### config.mk
export PLATFORM = sky130hd
export DESIGN_NAME = conv_encoder_punct
export DESIGN_NICKNAME = d
export VERILOG_FILES = /design/src/rtl/conv_encoder_punct.sv
export SDC_FILE = /design/constraint.sdc
export NUM_CORES = 1
export LEC_CHECK = 0
export BUFFER_PORTS_ARGS = -buffer_cell sky130_fd_sc_hd__buf_2
export CAP_MARGIN = 20
export CORE_UTILIZATION = 28
export CTS_CLUSTER_DIAMETER = 150
export DETAILED_ROUTE_END_ITERATION = 16
export SYNTH_ARGS = -nofsm -noshare
export SYNTH_HDL_FRONTEND = slang
export SYNTH_SLANG_ARGS = --single-unit
### constraint.sdc
create_clock -name Clk -period 2.6 [get_ports Clk]
set_clock_uncertainty 0.05 [all_clocks]
set_input_delay 0.13 -clock Clk [delete_from_list [all_inputs] [get_ports Clk]]
set_output_delay 0.13 -clock Clk [all_outputs]
set_load 0.01 [all_outputs]
### src/rtl/conv_encoder_punct.sv
// K=7 rate-1/2 convolutional encoder (g0=133o, g1=171o) with 2/3 and 3/4 puncturing.
// Coded bits drain through a small queue, one per clock, with upstream throttled by Ready.
module conv_encoder_punct #(
  parameter int QDEPTH = 4
) (
  input  logic       Clk,
  input  logic       Reset,
  input  logic       Clear,
  input  logic [1:0] Rate,
  input  logic       En,
  input  logic       Data,
  output logic       Ready,
  output logic       Out,
  output logic       Out_valid
);

  logic [5:0]        sreg_q, sreg_d;
  logic [1:0]        phase_q, phase_d;
  logic [1:0]        rate_q, rate_d;
  logic [2:0]        count_q, count_d;
  logic [QDEPTH-1:0] queue_q, queue_d;
  logic              valid_q, valid_d;

  logic              accept;
  logic              pop;
  logic              bit_a, bit_b;
  logic [1:0]        phase_last;
  logic [1:0]        push_n;
  logic [1:0]        push_bits;
  logic [QDEPTH-1:0] rem;
  logic [2:0]        rem_cnt;

  // Ready already folds in !Clear, so accept never fires on a Clear edge.
  assign Ready     = (count_q != 3'(QDEPTH)) && !Clear;
  assign accept    = En && Ready;
  assign pop       = (count_q != 3'd0);
  assign bit_a     = Data ^ sreg_q[1] ^ sreg_q[2] ^ sreg_q[4] ^ sreg_q[5];
  assign bit_b     = Data ^ sreg_q[0] ^ sreg_q[1] ^ sreg_q[2] ^ sreg_q[5];
  assign Out       = queue_q[0];
  assign Out_valid = valid_q;

  always_comb begin
    case (rate_q)
      2'b01:   phase_last = 2'd1;
      2'b10:   phase_last = 2'd2;
      default: phase_last = 2'd0;
    endcase
  end

  // push_bits[0] is appended first.
  always_comb begin
    push_n    = 2'd0;
    push_bits = 2'b00;
    if (accept) begin
      case (phase_q)
        2'd0: begin
          push_n    = 2'd2;
          push_bits = {bit_b, bit_a};
        end
        2'd1: begin
          push_n    = 2'd1;
          push_bits = {1'b0, bit_a};
        end
        default: begin
          push_n    = 2'd1;
          push_bits = {1'b0, bit_b};
        end
      endcase
    end
  end

  // Popping shifts zeros in from the top so an empty queue presents Out=0.
  always_comb begin
    rem     = pop ? (queue_q >> 1) : queue_q;
    rem_cnt = count_q - {2'b00, pop};
    queue_d = rem;
    for (int i = 0; i < QDEPTH; i++) begin
      if ((push_n != 2'd0) && (3'(i) == rem_cnt))
        queue_d[i] = push_bits[0];
      if ((push_n == 2'd2) && (3'(i) == rem_cnt + 3'd1))
        queue_d[i] = push_bits[1];
    end
    count_d = rem_cnt + {1'b0, push_n};
    sreg_d  = accept ? {sreg_q[4:0], Data} : sreg_q;
    phase_d = phase_q;
    if (accept)
      phase_d = (phase_q == phase_last) ? 2'd0 : phase_q + 2'd1;
    rate_d = rate_q;
    if (Clear) begin
      queue_d = '0;
      count_d = '0;
      sreg_d  = '0;
      phase_d = '0;
      rate_d  = Rate;
    end
    valid_d = (count_d != 3'd0);
  end

  always_ff @(posedge Clk or posedge Reset) begin
    if (Reset) begin
      sreg_q  <= '0;
      phase_q <= '0;
      rate_q  <= '0;
      count_q <= '0;
      queue_q <= '0;
      valid_q <= 1'b0;
    end else begin
      sreg_q  <= sreg_d;
      phase_q <= phase_d;
      rate_q  <= rate_d;
      count_q <= count_d;
      queue_q <= queue_d;
      valid_q <= valid_d;
    end
  end

endmodule

==> flow_summary.ini <==
[power_and_ir_drop]
p_comb_frac = 0.553
p_switching_uw = 518
seqPwrFrac = 0.295
power_mw = 1.27
p_int_uw = 753
powerDensity_mw_per_mm2 = 942
irDropWorstVdd_v = 0.000345
p_sw_frac = 0.407
p_leak_nw = 0.568
p_clk_frac = 0.153

[layout]
num_antenna_cells = 0
areaGrowthSynthToFinish_pct = 16.0
multi_input_area_um2 = 676
register_area_um2 = 450
fillers = 395
drive_above_1_share = 0.173
stdcell_count = 189
final_net_count = 155

[setup_path]
slowest_delay_ns = 0.42
rrSetupSlack_ns = 0.12
r2r_cells = 9
crit_fanout = 4
crit_required_ns = 2.69
worst-path-buf-inv = 2
worst_path_max_delay_cell = or3_1
worstReg2RegEnd = Out_valid$_DFF_PP0_
cp-start-kind = flop
path_cells = or3_1, ha_1, inv_1, ha_1, inv_1, fa_1, xnor2_1, nor2_1, or3_1
critPathArrivalTime_ns = 2.57
r2r_start = count_q[0]$_DFF_PP0_
crit_path_end_kind = flop
path_class = flop to flop
critical-path-top-delay-family = adder cells

[yosys]
ys_ff_latch = 18
synthCells = 126
postSynthNetCount = 140
yosysTopAreaCell = dfrtp_1
synth_area_leaders = dfrtp_1, ha_1, nand2_1
yosysWarnings = 0
ys_seq_area_frac = 0.388
synth_edf_count = 0
syn_area_per_cell_um2 = 9.23
synthFlopType = dfrtp_1
syn-cell-area_mm2 = 0.00116
yosysTopAreaCellShare = 0.388
async_flop_share = 1.00
ys_types = 40

[sta]
slew_headroom = 0.536
fin_setup_tns_ns = 0
min_period_over_period = 0.954
setup_ws_ns = 0.120
worst_slew_pin_slew_ns = 0.695
fmax_mhz = 403
hold_violations = 0
rsz0062_at_grt = no
setup_violations = 0
post-route-min-period_ns = 2.48
report.final.slew_viol_count = 0

[floorplan]
io_pins = 10
dieArea_mm2 = 0.00441
coreArea_mm2 = 0.00400
die_h_um = 66.4
die_x_um = 66.4
fp-row-count = 23
start_util = 0.291

[clock_tree]
h-tree-depth = 1
cts_tree = yes
clk_latency_ns = 0.25
cts_buffer_depth = 2
clock_sinks = 18
cts_buffers = 3
post_cts_buffers = 0
clk_root_buffer_cell = clkbuf_8
clk_pin_slew_worst_paths_ns = 0.07

[routing]
drt_iter0_drc = 14
drc = 0
viasPerCell = 4.90
wirelength_mm = 2.27
wire_per_inst_um = 12.0
num_vias = 927
ant_nets = 0
firstDrtPassIters = 4

[hold_path]
hold_start = Rate[1]
holdPathStages = 2
hp-class = primary input to flop
min_to = rate_q[1]$_DFFE_PP0P_

[place]
dp_slack_ns = 0.114
io_buffers = 9
placed_cells = 185
gp_congestion = 0.866
dp_hpwl_mm = 1.72

[grt]
grt.total_usage = 0.124
grt_pass1_wl_mm = 4.02
grt_pass1_vias = 910
overflow = 0
grt_max_degree = 21
antenna_found_initial = 0

[outcome]
outcome = finished, final reports clean

[flow_run]
max-cap-violations = 0
## flip-flops by register name, summed over array words and instances (netlist names)
name       cells
queue_q        4
phase_q        2
sreg_q         6
Out_valid      1
rate_q         2
count_q        3
## metrics by stage
| stage | util | hold WS, ns | area, µm² |
|---|---|---|---|
| 2_1_floorplan | - | 0.0186 | 1160 |
| 3_3_place_gp | 0.321 | 0.207 | 1280 |
| 3_5_place_dp | 0.321 | 0.230 | 1280 |
| 4_1_cts | 0.334 | 0.0519 | 1340 |
| 5_1_grt | 0.337 | 0.0504 | 1350 |
| 6_report | 0.337 | 0.0574 | 1350 |
## what timing repair did
action / CTS / global route
hold endpoints to repair: 18 / 0
gates resized for setup: 0 / 1
setup endpoints to repair: 0 / 1
hold buffers: 1 / 0
## logic make-up (layout without fill, tap and decap cells)
| kind of cell | Yosys count | after routing | share of synthesized area |
|---|---|---|---|
| fa+ha+maj | 7 | 7 | 0.0818 |
| compound gates | 29 | 29 | 0.166 |
| buf+inv | 12 | 25 | 0.0420 |
| mux | 3 | 3 | 0.0280 |
| xor+xnor | 9 | 9 | 0.0926 |
| flops | 18 | 18 | 0.388 |
| simple gates | 48 | 48 | 0.202 |
## worst max path at each step
stage / startpoint / endpoint / slack (ns) / cells past startpoint
detailed placement: count_q[0]$_DFF_PP0_ / Out_valid$_DFF_PP0_ / 0.11 / 7
global route: count_q[0]$_DFF_PP0_ / Out_valid$_DFF_PP0_ / 0.02 / 9
floorplan: count_q[0]$_DFF_PP0_ / Out_valid$_DFF_PP0_ / 0.10 / 8
global placement: count_q[0]$_DFF_PP0_ / Out_valid$_DFF_PP0_ / 0.15 / 7
CTS: count_q[0]$_DFF_PP0_ / Out_valid$_DFF_PP0_ / 0.11 / 7
finish: count_q[0]$_DFF_PP0_ / Out_valid$_DFF_PP0_ / 0.12 / 9
## power by group through the flow
stage	Combinational [mW]	Clock [mW]	Sequential, mW
floorplan	0.485	0	0.381
global placement	0.651	0	0.378
detailed placement	0.666	0	0.381
CTS	0.671	0.199	0.375
global route	0.776	0.216	0.381
finish	0.703	0.194	0.374
## layout by cell type (no fill, tap or decap), types with 2 or more instances in the layout
| cell type | count |
|---|---|
| a21oi_1 | 3 |
| buf_2 | 9 |
| buf_4 | 5 |
| clkbuf_8 | 3 |
| dfrtp_1 | 18 |
| ha_1 | 5 |
| inv_1 | 7 |
| mux2_2 | 2 |
| nand2_1 | 16 |
| nand2b_1 | 6 |
| nand3_1 | 2 |
| nand4_1 | 5 |
| nor2_1 | 10 |
| nor2b_1 | 3 |
| o21ai_0 | 10 |
| o21ai_1 | 2 |
| o32ai_1 | 2 |
| or3_1 | 2 |
| xnor2_1 | 4 |
| xnor2_2 | 2 |
| xor2_1 | 2 |
## routing by layer
metal | track usage | wire length (µm) | up-vias
met1 | 0.144 | 1030 | 442
met3 | 0.0207 | 44 | 4
met5 | 0 | 0 | -
met4 | 0.0665 | 33 | 0
met2 | 0.214 | 1170 | 11
li1 | - | - | 470
## cell usage after synthesis (all sizes together), types with 2 or more instances
cell type	instances
a21oi	4
buf	2
clkbuf	3
dfrtp	18
ha	6
inv	7
mux2	2
nand2	16
nand2b	6
nand3	2
nand4	5
nor2	10
nor2b	3
o21ai	12
o32ai	2
or3	2
xnor2	6
xor2	2
## final cells by class
class,instances,share of cell area
well taps,50,0.0464
multi-input cells,96,0.501
repair buffers,15,0.0686
flip-flops and latches,18,0.334
clock buffers,3,0.0306
inverters,7,0.0195
## worst reg2reg max path: stages (launching register included)
cell	delay (ns)
dfrtp_1	0.37
or3_1	0.42
ha_1	0.34
inv_1	0.07
ha_1	0.13
inv_1	0.04
fa_1	0.37
xnor2_1	0.18
nor2_1	0.07
or3_1	0.31
No activity file was read; power rests on OpenSTA's default activity.
